File: config.mk
export PLATFORM = sky130hd
export DESIGN_NAME = uart_rx_core_flat
export DESIGN_NICKNAME = d
export VERILOG_FILES = /design/src/rtl/uart_pkg.sv /design/src/rtl/uart_rx_core_if.sv /design/src/rtl/uart_rx_fifo.sv /design/src/rtl/uart_rx_core.sv /design/src/flat_wrapper.sv
export SDC_FILE = /design/constraint.sdc
export NUM_CORES = 1
export LEC_CHECK = 0
export ABC_AREA = 1
export CORE_AREA = 4 4 104 106
export CTS_CLUSTER_DIAMETER = 50
export CTS_CLUSTER_SIZE = 20
export DETAILED_ROUTE_END_ITERATION = 7
export DIE_AREA = 0 0 108 110
export PLACE_DENSITY = 0.68
export SLEW_MARGIN = 20
export SYNTH_ARGS = -nofsm -noshare
export SYNTH_HDL_FRONTEND = slang
export SYNTH_SLANG_ARGS = --single-unit
File: constraint.sdc
create_clock -name clk -period 4.7 [get_ports clk]
set_input_delay 0.94 -clock clk [delete_from_list [all_inputs] [get_ports clk]]
set_output_delay 0.94 -clock clk [all_outputs]
set_load 0.005 [all_outputs]
File: src/rtl/uart_pkg.sv
// rtl/uart_pkg.sv - shared types and constants for the UART receive path
//
// Purpose: receiver FSM state encoding, the FIFO entry layout and the
// oversampling constants used by uart_rx_core and uart_rx_fifo.
// Ports: none (package).
package uart_pkg;

  typedef enum logic [2:0] {
    IDLE,
    START,
    DATA,
    PARITY,
    STOP
  } rx_state_t;

  // One received frame as seen by software through the DATA register.
  typedef struct packed {
    logic       perr;
    logic       ferr;
    logic [7:0] data;
  } rx_entry_t;

  localparam int OS_RATE = 16;  // ticks per bit
  localparam int OS_MID  = 7;   // tick index of the start-bit mid-point check

endpackage

File: src/rtl/uart_rx_core_if.sv
// rtl/uart_rx_core_if.sv - register-map side signals of the UART receiver
//
// Purpose: bundles the register fields the receiver consumes and produces.
// Ports (master = register block, slave = uart_rx_core):
//   ctrl_baud[1:0], ctrl_rxen, lpmode_div[7:0], lpmode_en, data_rd  -> core
//   data_fifo[7:0], data_ferr, data_perr, stat_busy, stat_rxe,
//   intstat_rx, ovr_o                                                <- core
interface uart_rx_core_if;
  import uart_pkg::*;

  logic [1:0] ctrl_baud;
  logic       ctrl_rxen;
  logic [7:0] lpmode_div;
  logic       lpmode_en;
  logic       data_rd;
  logic [7:0] data_fifo;
  logic       data_ferr;
  logic       data_perr;
  logic       stat_busy;
  logic       stat_rxe;
  logic       intstat_rx;
  logic       ovr_o;

  modport master (
    output ctrl_baud, ctrl_rxen, lpmode_div, lpmode_en, data_rd,
    input  data_fifo, data_ferr, data_perr, stat_busy, stat_rxe,
           intstat_rx, ovr_o
  );

  modport slave (
    input  ctrl_baud, ctrl_rxen, lpmode_div, lpmode_en, data_rd,
    output data_fifo, data_ferr, data_perr, stat_busy, stat_rxe,
           intstat_rx, ovr_o
  );

endinterface

File: src/rtl/uart_rx_fifo.sv
// rtl/uart_rx_fifo.sv - synchronous FIFO of received frames
//
// Purpose: holds rx_entry_t frames until software reads them.
// Ports:
//   clk, rst      clock, synchronous active-high reset (clears the FIFO)
//   push, pop     already qualified by the parent (no push when full
//                 unless popping, no pop when empty)
//   din           entry written on push
//   dout          head entry, all zero when empty
//   empty, full   derived from the registered entry count
module uart_rx_fifo
  import uart_pkg::*;
#(
  parameter int DEPTH = 4
) (
  input  logic      clk,
  input  logic      rst,
  input  logic      push,
  input  logic      pop,
  input  rx_entry_t din,
  output rx_entry_t dout,
  output logic      empty,
  output logic      full
);

  localparam int AW = $clog2(DEPTH);

  rx_entry_t       r_mem [DEPTH];
  logic [AW-1:0]   r_wptr;
  logic [AW-1:0]   r_rptr;
  logic [AW:0]     r_count;

  // Storage needs no reset: nothing is visible while the count is zero.
  always_ff @(posedge clk) begin
    if (push) begin
      r_mem[r_wptr] <= din;
    end
  end

  always_ff @(posedge clk) begin
    if (rst) begin
      r_wptr  <= '0;
      r_rptr  <= '0;
      r_count <= '0;
    end else begin
      if (push) begin
        r_wptr <= r_wptr + 1'b1;
      end
      if (pop) begin
        r_rptr <= r_rptr + 1'b1;
      end
      r_count <= r_count + (AW+1)'(push) - (AW+1)'(pop);
    end
  end

  assign empty = (r_count == '0);
  assign full  = (r_count == (AW+1)'(DEPTH));
  assign dout  = empty ? '0 : r_mem[r_rptr];

endmodule

File: src/rtl/uart_rx_core.sv
// rtl/uart_rx_core.sv - UART receiver feeding the DATA/STAT/INTSTAT fields
//
// Purpose: synchronises the RX line, oversamples at 16x, decodes 8-bit
// frames (optional even parity) and buffers them in a small FIFO.
// Ports:
//   clk, rst   clock, synchronous active-high reset
//   rx_i       asynchronous serial line, idle high
//   bus        uart_rx_core_if.slave: CTRL/LPMODE inputs, DATA read strobe,
//              FIFO head fields, busy/empty status, stored/dropped pulses
module uart_rx_core
  import uart_pkg::*;
#(
  parameter int DIV0       = 27,
  parameter int DIV1       = 14,
  parameter int DIV2       = 7,
  parameter int DIV3       = 4,
  parameter bit PARITY_EN  = 1'b1,
  parameter int FIFO_DEPTH = 4
) (
  input  logic           clk,
  input  logic           rst,
  input  logic           rx_i,
  uart_rx_core_if.slave  bus
);

  rx_state_t r_state;
  rx_state_t w_state_nxt;

  logic        r_rx_meta;
  logic        r_rx_s;
  logic        r_rx_prev;
  logic [7:0]  r_pre;
  logic [15:0] r_tick;
  logic [3:0]  r_os;
  logic [2:0]  r_bit;
  logic [7:0]  r_shift;
  logic        r_perr;
  logic        r_push;
  rx_entry_t   r_entry;

  logic [15:0] w_div;
  logic        w_adv;
  logic        w_tick;
  logic        w_fall;
  logic        w_os_mid;
  logic        w_os_end;
  logic        w_push_nxt;
  logic        w_pop;
  logic        w_push;
  logic        w_empty;
  logic        w_full;
  rx_entry_t   w_head;

  always_comb begin
    w_div = 16'(DIV3);
    case (bus.ctrl_baud)
      2'd0:    w_div = 16'(DIV0);
      2'd1:    w_div = 16'(DIV1);
      2'd2:    w_div = 16'(DIV2);
      default: w_div = 16'(DIV3);
    endcase
  end

  // >= rather than == so a divisor or prescale lowered mid-count still
  // terminates the current period instead of running the counter around.
  assign w_adv    = !bus.lpmode_en || (r_pre >= bus.lpmode_div);
  assign w_tick   = (r_state != IDLE) && w_adv && (r_tick >= w_div - 16'd1);
  assign w_fall   = r_rx_prev && !r_rx_s;
  assign w_os_mid = (r_os == 4'(OS_MID));
  assign w_os_end = (r_os == 4'(OS_RATE - 1));

  always_comb begin
    w_state_nxt = r_state;
    w_push_nxt  = 1'b0;
    case (r_state)
      IDLE: begin
        if (bus.ctrl_rxen && w_fall) w_state_nxt = START;
      end
      START: begin
        // Line back high at mid start bit: glitch, not a frame.
        if (w_tick && w_os_mid) w_state_nxt = r_rx_s ? IDLE : DATA;
      end
      DATA: begin
        if (w_tick && w_os_end && (r_bit == 3'd7)) begin
          w_state_nxt = PARITY_EN ? PARITY : STOP;
        end
      end
      PARITY: begin
        if (w_tick && w_os_end) w_state_nxt = STOP;
      end
      STOP: begin
        if (w_tick && w_os_end) begin
          w_state_nxt = IDLE;
          w_push_nxt  = bus.ctrl_rxen;
        end
      end
      default: w_state_nxt = IDLE;
    endcase
    if ((r_state != IDLE) && !bus.ctrl_rxen) begin
      w_state_nxt = IDLE;
    end
  end

  always_ff @(posedge clk) begin
    if (rst) begin
      r_state <= IDLE;
    end else begin
      r_state <= w_state_nxt;
    end
  end

  always_ff @(posedge clk) begin
    if (rst) begin
      r_rx_meta <= 1'b1;
      r_rx_s    <= 1'b1;
      r_rx_prev <= 1'b1;
      r_pre     <= '0;
      r_tick    <= '0;
      r_os      <= '0;
      r_bit     <= '0;
      r_shift   <= '0;
      r_perr    <= 1'b0;
      r_push    <= 1'b0;
      r_entry   <= '0;
    end else begin
      r_rx_meta <= rx_i;
      r_rx_s    <= r_rx_meta;
      r_rx_prev <= r_rx_s;
      r_push    <= w_push_nxt;
      if (r_state == IDLE) begin
        // Holding everything at zero in IDLE is what reloads the
        // counters on entry to START.
        r_pre  <= '0;
        r_tick <= '0;
        r_os   <= '0;
        r_bit  <= '0;
        r_perr <= 1'b0;
      end else begin
        r_pre <= w_adv ? 8'd0 : r_pre + 8'd1;
        if (w_adv) begin
          r_tick <= w_tick ? 16'd0 : r_tick + 16'd1;
        end
        if (w_tick) begin
          if (r_state == START) begin
            r_os <= w_os_mid ? 4'd0 : r_os + 4'd1;
          end else begin
            r_os <= r_os + 4'd1;  // natural 4-bit wrap at 15
          end
          if (w_os_end) begin
            case (r_state)
              DATA: begin
                r_shift <= {r_rx_s, r_shift[7:1]};
                r_bit   <= r_bit + 3'd1;
              end
              PARITY: r_perr <= r_rx_s ^ (^r_shift);
              STOP: begin
                r_entry.perr <= r_perr;
                r_entry.ferr <= !r_rx_s;
                r_entry.data <= r_shift;
              end
              default: ;
            endcase
          end
        end
      end
    end
  end

  // A pop in the push cycle frees a slot, so a full FIFO still accepts.
  assign w_pop  = bus.data_rd && !w_empty;
  assign w_push = r_push && (!w_full || w_pop);

  uart_rx_fifo #(
    .DEPTH(FIFO_DEPTH)
  ) u_fifo (
    .clk   (clk),
    .rst   (rst),
    .push  (w_push),
    .pop   (w_pop),
    .din   (r_entry),
    .dout  (w_head),
    .empty (w_empty),
    .full  (w_full)
  );

  assign bus.data_fifo  = w_head.data;
  assign bus.data_ferr  = w_head.ferr;
  assign bus.data_perr  = w_head.perr;
  assign bus.stat_busy  = (r_state != IDLE);
  assign bus.stat_rxe   = w_empty;
  assign bus.intstat_rx = w_push;
  assign bus.ovr_o      = r_push && w_full && !w_pop;

endmodule

File: src/flat_wrapper.sv
// flat-port wrapper written by rule: the top's interface ports become plain ports
module uart_rx_core_flat import uart_pkg::*;
#(
  parameter int DIV0       = 27,
  parameter int DIV1       = 14,
  parameter int DIV2       = 7,
  parameter int DIV3       = 4,
  parameter bit PARITY_EN  = 1'b1,
  parameter int FIFO_DEPTH = 4
)
  (clk, rst, rx_i, bus_ctrl_baud, bus_ctrl_rxen, bus_lpmode_div, bus_lpmode_en, bus_data_rd, bus_data_fifo, bus_data_ferr, bus_data_perr, bus_stat_busy, bus_stat_rxe, bus_intstat_rx, bus_ovr_o);
  uart_rx_core_if bus_i ();
  input  logic clk;
  input  logic rst;
  input  logic rx_i;
  input wire logic [$bits(bus_i.ctrl_baud)-1:0] bus_ctrl_baud;
  input wire logic [$bits(bus_i.ctrl_rxen)-1:0] bus_ctrl_rxen;
  input wire logic [$bits(bus_i.lpmode_div)-1:0] bus_lpmode_div;
  input wire logic [$bits(bus_i.lpmode_en)-1:0] bus_lpmode_en;
  input wire logic [$bits(bus_i.data_rd)-1:0] bus_data_rd;
  output wire logic [$bits(bus_i.data_fifo)-1:0] bus_data_fifo;
  output wire logic [$bits(bus_i.data_ferr)-1:0] bus_data_ferr;
  output wire logic [$bits(bus_i.data_perr)-1:0] bus_data_perr;
  output wire logic [$bits(bus_i.stat_busy)-1:0] bus_stat_busy;
  output wire logic [$bits(bus_i.stat_rxe)-1:0] bus_stat_rxe;
  output wire logic [$bits(bus_i.intstat_rx)-1:0] bus_intstat_rx;
  output wire logic [$bits(bus_i.ovr_o)-1:0] bus_ovr_o;
  assign bus_i.ctrl_baud = bus_ctrl_baud;
  assign bus_i.ctrl_rxen = bus_ctrl_rxen;
  assign bus_i.lpmode_div = bus_lpmode_div;
  assign bus_i.lpmode_en = bus_lpmode_en;
  assign bus_i.data_rd = bus_data_rd;
  assign bus_data_fifo = bus_i.data_fifo;
  assign bus_data_ferr = bus_i.data_ferr;
  assign bus_data_perr = bus_i.data_perr;
  assign bus_stat_busy = bus_i.stat_busy;
  assign bus_stat_rxe = bus_i.stat_rxe;
  assign bus_intstat_rx = bus_i.intstat_rx;
  assign bus_ovr_o = bus_i.ovr_o;
  uart_rx_core #(.DIV0(DIV0), .DIV1(DIV1), .DIV2(DIV2), .DIV3(DIV3), .PARITY_EN(PARITY_EN), .FIFO_DEPTH(FIFO_DEPTH)) u_core (.clk(clk), .rst(rst), .rx_i(rx_i), .bus(bus_i));
endmodule
After elaboration in Yosys (flattened, before gate mapping). Memory sizes are Yosys's and may differ from the RTL's. A register that Yosys moved wholly into a read port is not among the register bits. Cells that the tools add are included.

Bits of input ports: 16. Word-level logic and storage cells: 98. Memories: 1. Output and inout bits: 14. Flip-flop bits (word level): 64. RAM bits: 40.

Memories: u_core.u_fifo.r_mem (depth 4, bits a word 10, rd ports 1, clocked after Yosys merged registers in 1, write ports 1, line uart_rx_fifo.sv:28) `rx_entry_t r_mem [DEPTH];`.

Bitwise gates (word level): 4. Eq/ne operators: 15. $add $sub $neg: 9. Order comparisons: 2. Reduce and logical (&&, ||, !) cells: 34. Muxes and demuxes: 16.

Operators with widths (number): 16-bit by 1-bit adder with 16-bit output (second input constant) (1); 16-bit >= comparator (1); 16-bit 2-to-1 mux (1); 3-bit 2-to-1 mux (5); 3-bit case mux with 5 select lines (1); 5-bit case mux with 3 select lines (1); 1-bit logical AND (12); 10-bit 2-to-1 mux (1); 2-bit by 1-bit != test with 1-bit output (second input constant) (5); 3-bit equality test (second input constant) (3); 8-bit by 1-bit adder with 8-bit output (second input constant) (1); 8-bit >= comparator (1); 4-bit 2-to-1 mux (2); 4-bit AND reduction (2); 8-bit parity (1); 3-bit by 2-bit equality test with 1-bit output (second input constant) (2); 1-bit logical NOT (6); 3-bit logical NOT (2); 2-bit 2-to-1 mux (3); 3-bit AND reduction (2); 3-bit OR reduction (2); 5-bit by 1-bit subtractor with 6-bit output (second input constant) (1); 5-bit AND reduction (1); 2-bit by 1-bit adder with 2-bit output (second input constant) (2); other kinds (16) (21).

Longest topological paths before layout.
Depth in word-level cells: 9. Gate-level depth with buffers: 17. Mapped depth without buffers: 16.

By module. From an unflattened synthesis, not the netlist that was laid out.

Cells, all modules: 603. Area, all modules: 5072.4 um^2.

Modules (own cells, without submodules): uart_rx_core (cells an instance 389, sequential area each 1141.1 um^2, times used 1, area each 2936.6 um^2); uart_rx_fifo (cells an instance 214, sequential area each 1381.3 um^2, times used 1, area each 2135.8 um^2).

Worst setup path before layout. No wires, ideal clock.

Path type: input to register. From: input port bus_data_rd. To: register u_core.u_fifo.r_count[2]. Arrival time: 2.437 ns. Library setup time: 0.120 ns. Path buffers: 0. Required time: 4.580 ns. Slack: 2.142 ns. Stages on the path: 11. Cells stage by stage: inv_1 -> nand3_1 -> nand2_1 -> ha_1 -> inv_1 -> ha_1 -> inv_1 -> fa_1 -> xor2_1 -> o21ai_0 -> a21oi_1.

Cells in the longest elaborated chain, start to end: 5.

Ends and longest elaborated chain: from (decl) (line flat_wrapper.sv:20) `input wire logic [$bits(bus_i.data_rd)-1:0] bus_data_rd;`; 1-bit logical AND * (line uart_rx_core.sv:170) `assign w_pop = bus.data_rd && !w_empty;`; 1-bit logical OR (line uart_rx_core.sv:171) `assign w_push = r_push && (!w_full || w_pop);`; 1-bit logical AND (line uart_rx_core.sv:171); 3-bit by 1-bit adder with 3-bit output (line uart_rx_fifo.sv:52) `r_count <= r_count + (AW+1)'(push) - (AW+1)'(pop);`; 3-bit by 1-bit subtractor with 3-bit output * (line uart_rx_fifo.sv:52); to (signal assigned) (line uart_rx_fifo.sv:52); to (decl) (line uart_rx_fifo.sv:31) `logic [AW:0] r_count;`.

Mark *: on every way between the ends. The rest lies on a longest branch, timed or not. A chain may end at the register's enable or synchronous reset.

==> out/qor.csv <==
metric;value;unit
run_status;complete, no violations;
critPathKind;reg -> out;
min_path_type;reg -> reg;
vdd_ir_drop_max;0.235;mV
dieHeight;110;um
hold-worst-slack;0.404;ns
route.detailed.wl_per_inst;11.9;um
ctsLongestPathBuffers;2;
max_cap_viol_count;0;
drt_pass1_iterations;4;
static-leakage-power;2.10;nW
clkSinkCount;106;
stdcell_count;726;
gpl.final_weighted_congestion;0.779;
synth_largest_area_cell;sky130_fd_sc_hd__dfxtp_1;
synth.mux.area_fraction;0;%
post_synth_simple_gate_area;20.8;%
syn_area;4860;um2
placedInstanceArea;5240;um2
root_buffer;sky130_fd_sc_hd__clkbuf_8;
synth-compound-area-share;9.80;%
postLayoutCellArea;5430;um2
cts_hold_repair.buffers;0;
final_period_minus_worst_setup_slack;3.44;ns
tritoncts;yes;
postSynthRegisterBits;106;
grt-ovfl-total;0;
synth-xor-area-share;3.06;%
worst_setup_path_start_kind;register;
syn_inst_count;563;
dp_cells;710;
number_of_nets_in_the_finished_design;633;
fp.dieArea;11900;um2
finalSetupTns;0;ns
report.final.hold_viol_count;0;
crit_arrival;2.50;ns
die_x;108;um
rsz0062_at_grt;no;
route.final.wire_length;8.62;mm
most-common-layout-cells;sky130_fd_sc_hd__nor2_1 (90), sky130_fd_sc_hd__nand2_1 (86), sky130_fd_sc_hd__dfxtp_1 (66);
finalClockSkew;0.0161;ns
synth_nets;608;
drt.antenna.violating_nets;0;
dr_total_vias;3559;
post_cts_buffers;0;
htreeDepth;3;
drt_drc_violations_left;0;
tightest_slew;1.00;ns
grt_start_max_net_pins;26;
synth_sequential_area_ratio;51.9;%
syn_to_final_growth;11.5;%
synthesis.area_per_instance;8.64;um2
setup_viol;0;
timing.final.max_slew_violations;0;
power_density;393;nW/um2
drive_gt1_share;6.24;%
yosys.area.top_type_share;27.2;%
setup.worst_path.end_class;output port;
effective_utilization_at_floorplan;49.8;%
distinct_cell_type_count_of_the_synthesized_netlist;34;
antenna_found_initial;0;
io_pins;30;
fin_crit_sh;73.3;%
synth_top_cells_by_area;sky130_fd_sc_hd__dfxtp_1 (27%), sky130_fd_sc_hd__edfxtp_1 (25%), sky130_fd_sc_hd__ha_1 (7.2%);
io_buffer_count;29;
final_common_cell;sky130_fd_sc_hd__nor2_1;
insertedDiodeCount;0;
timing.fmax;290;MHz
core_region_area;9770;um2
grt_pass1_wl;15.4;mm
cts_made_buffers;9;
synth_top_family_by_area;simple AND/OR/NAND/NOR gates;
detailedRoute.firstIterationViolations;156;
path_clk_slew;0.11;ns
total_power;2.13;mW
path_max_fanout;21;
first_global_vias;3438;
dpl.hpwl;6.16;mm
fraction_of_the_mapped_netlist_area_in_adder_cells;7.61;%
std_cell_rows;36;
critical_path_required;3.76;ns
groute.usage.overall;16.0;%
synth_warnings;0;
drt-vias-per-instance;4.90;
ctsResizeCount;0;
worstSkewPairLatency;0.37;ns
slew_headroom;32.9;%
## routing by layer
| metal | vias up | global-route usage [%] | part of all wire [%] |
|---|---|---|---|
| met3 | 12 | 3.79 | 4.0 |
| li1 | 1886 | - | - |
| met2 | 60 | 28.9 | 50 |
| met1 | 1601 | 19.2 | 45 |
| met4 | 0 | 4.24 | 1.5 |
| met5 | - | 0 | 0 |
## per-stage QoR
stage	util [%]	setup slack (ns)
after floorplan	-	2.14
after global placement	53.6	1.30
after detailed placement	53.6	1.21
after global routing	55.5	1.01
final	55.5	1.26
after CTS	55.5	1.19
## registers in the layout, indices dropped and copies added, names as in the netlist, named ones only
name / cells
u_core.r_pre: 8
u_core.r_state: 3
u_core.u_fifo.r_count: 3
u_core.r_os: 4
u_core.u_fifo.r_rptr: 2
u_core.r_entry: 10
u_core.r_rx_prev: 1
u_core.u_fifo.r_mem: 40
u_core.u_fifo.r_wptr: 2
u_core.r_perr: 1
u_core.r_shift: 8
u_core.r_bit: 3
u_core.r_rx_s: 1
u_core.r_rx_meta: 1
u_core.r_push: 1
u_core.r_tick: 16
## logic make-up after synthesis
kind of cell	after synthesis
other	1
DFF	106
buffers and inverters	83
and+or+nand+nor	234
xor gates and xnor gates	17
adders and majority gates	29
AOI/OAI and AO/OA	93
## cell type report
class | instances | area (um2)
inverters | 68 | 255
clock inverters | 6 | 55.1
well taps | 133 | 166
multi-input cells | 374 | 2010
clock buffers | 10 | 128
flip-flops and latches | 106 | 2520
repair buffers | 29 | 290
fillers | 909 | 4350
## worst max-delay path, cell delays in order, from the launching register on
cell and delay, ns:
sky130_fd_sc_hd__dfxtp_1 0.80, sky130_fd_sc_hd__inv_1 0.46, sky130_fd_sc_hd__o21ai_0 0.29, sky130_fd_sc_hd__a21oi_1 0.10, sky130_fd_sc_hd__clkdlybuf4s50_1 0.46
## Yosys cell counts (all sizes together)
cell type / count
a21oi: 58
a31oi: 2
buf: 5
clkbuf: 10
clkinv: 1
conb: 1
dfxtp: 66
edfxtp: 40
fa: 1
ha: 28
inv: 67
nand2: 90
nand3: 27
nand3b: 2
nand4: 4
nor2: 93
nor3: 10
nor3b: 2
o21a: 2
o21ai: 31
or2: 6
xnor2: 5
xor2: 12
## final timing paths
kind / from / to / slack, ns / depth (start not counted)
worst max-delay path: register / bus_data_fifo[7] / 1.26 / 4
worst min-delay path: u_core.r_rx_meta / u_core.r_rx_s / 0.40 / 1
worst max register to register: u_core.u_fifo.r_count[1] / u_core.u_fifo.r_count[2] / 2.22 / 12
worst min register to register: u_core.r_rx_meta / u_core.r_rx_s / 0.40 / 1
## power by group
| group | switching, mW | internal, mW |
|---|---|---|
| Clock | 0.319 | 0.204 |
| Combinational | 0.318 | 0.265 |
| Sequential | 0.0474 | 0.979 |
| Total | 0.685 | 1.45 |
No activity file was read; power rests on OpenSTA's default activity.
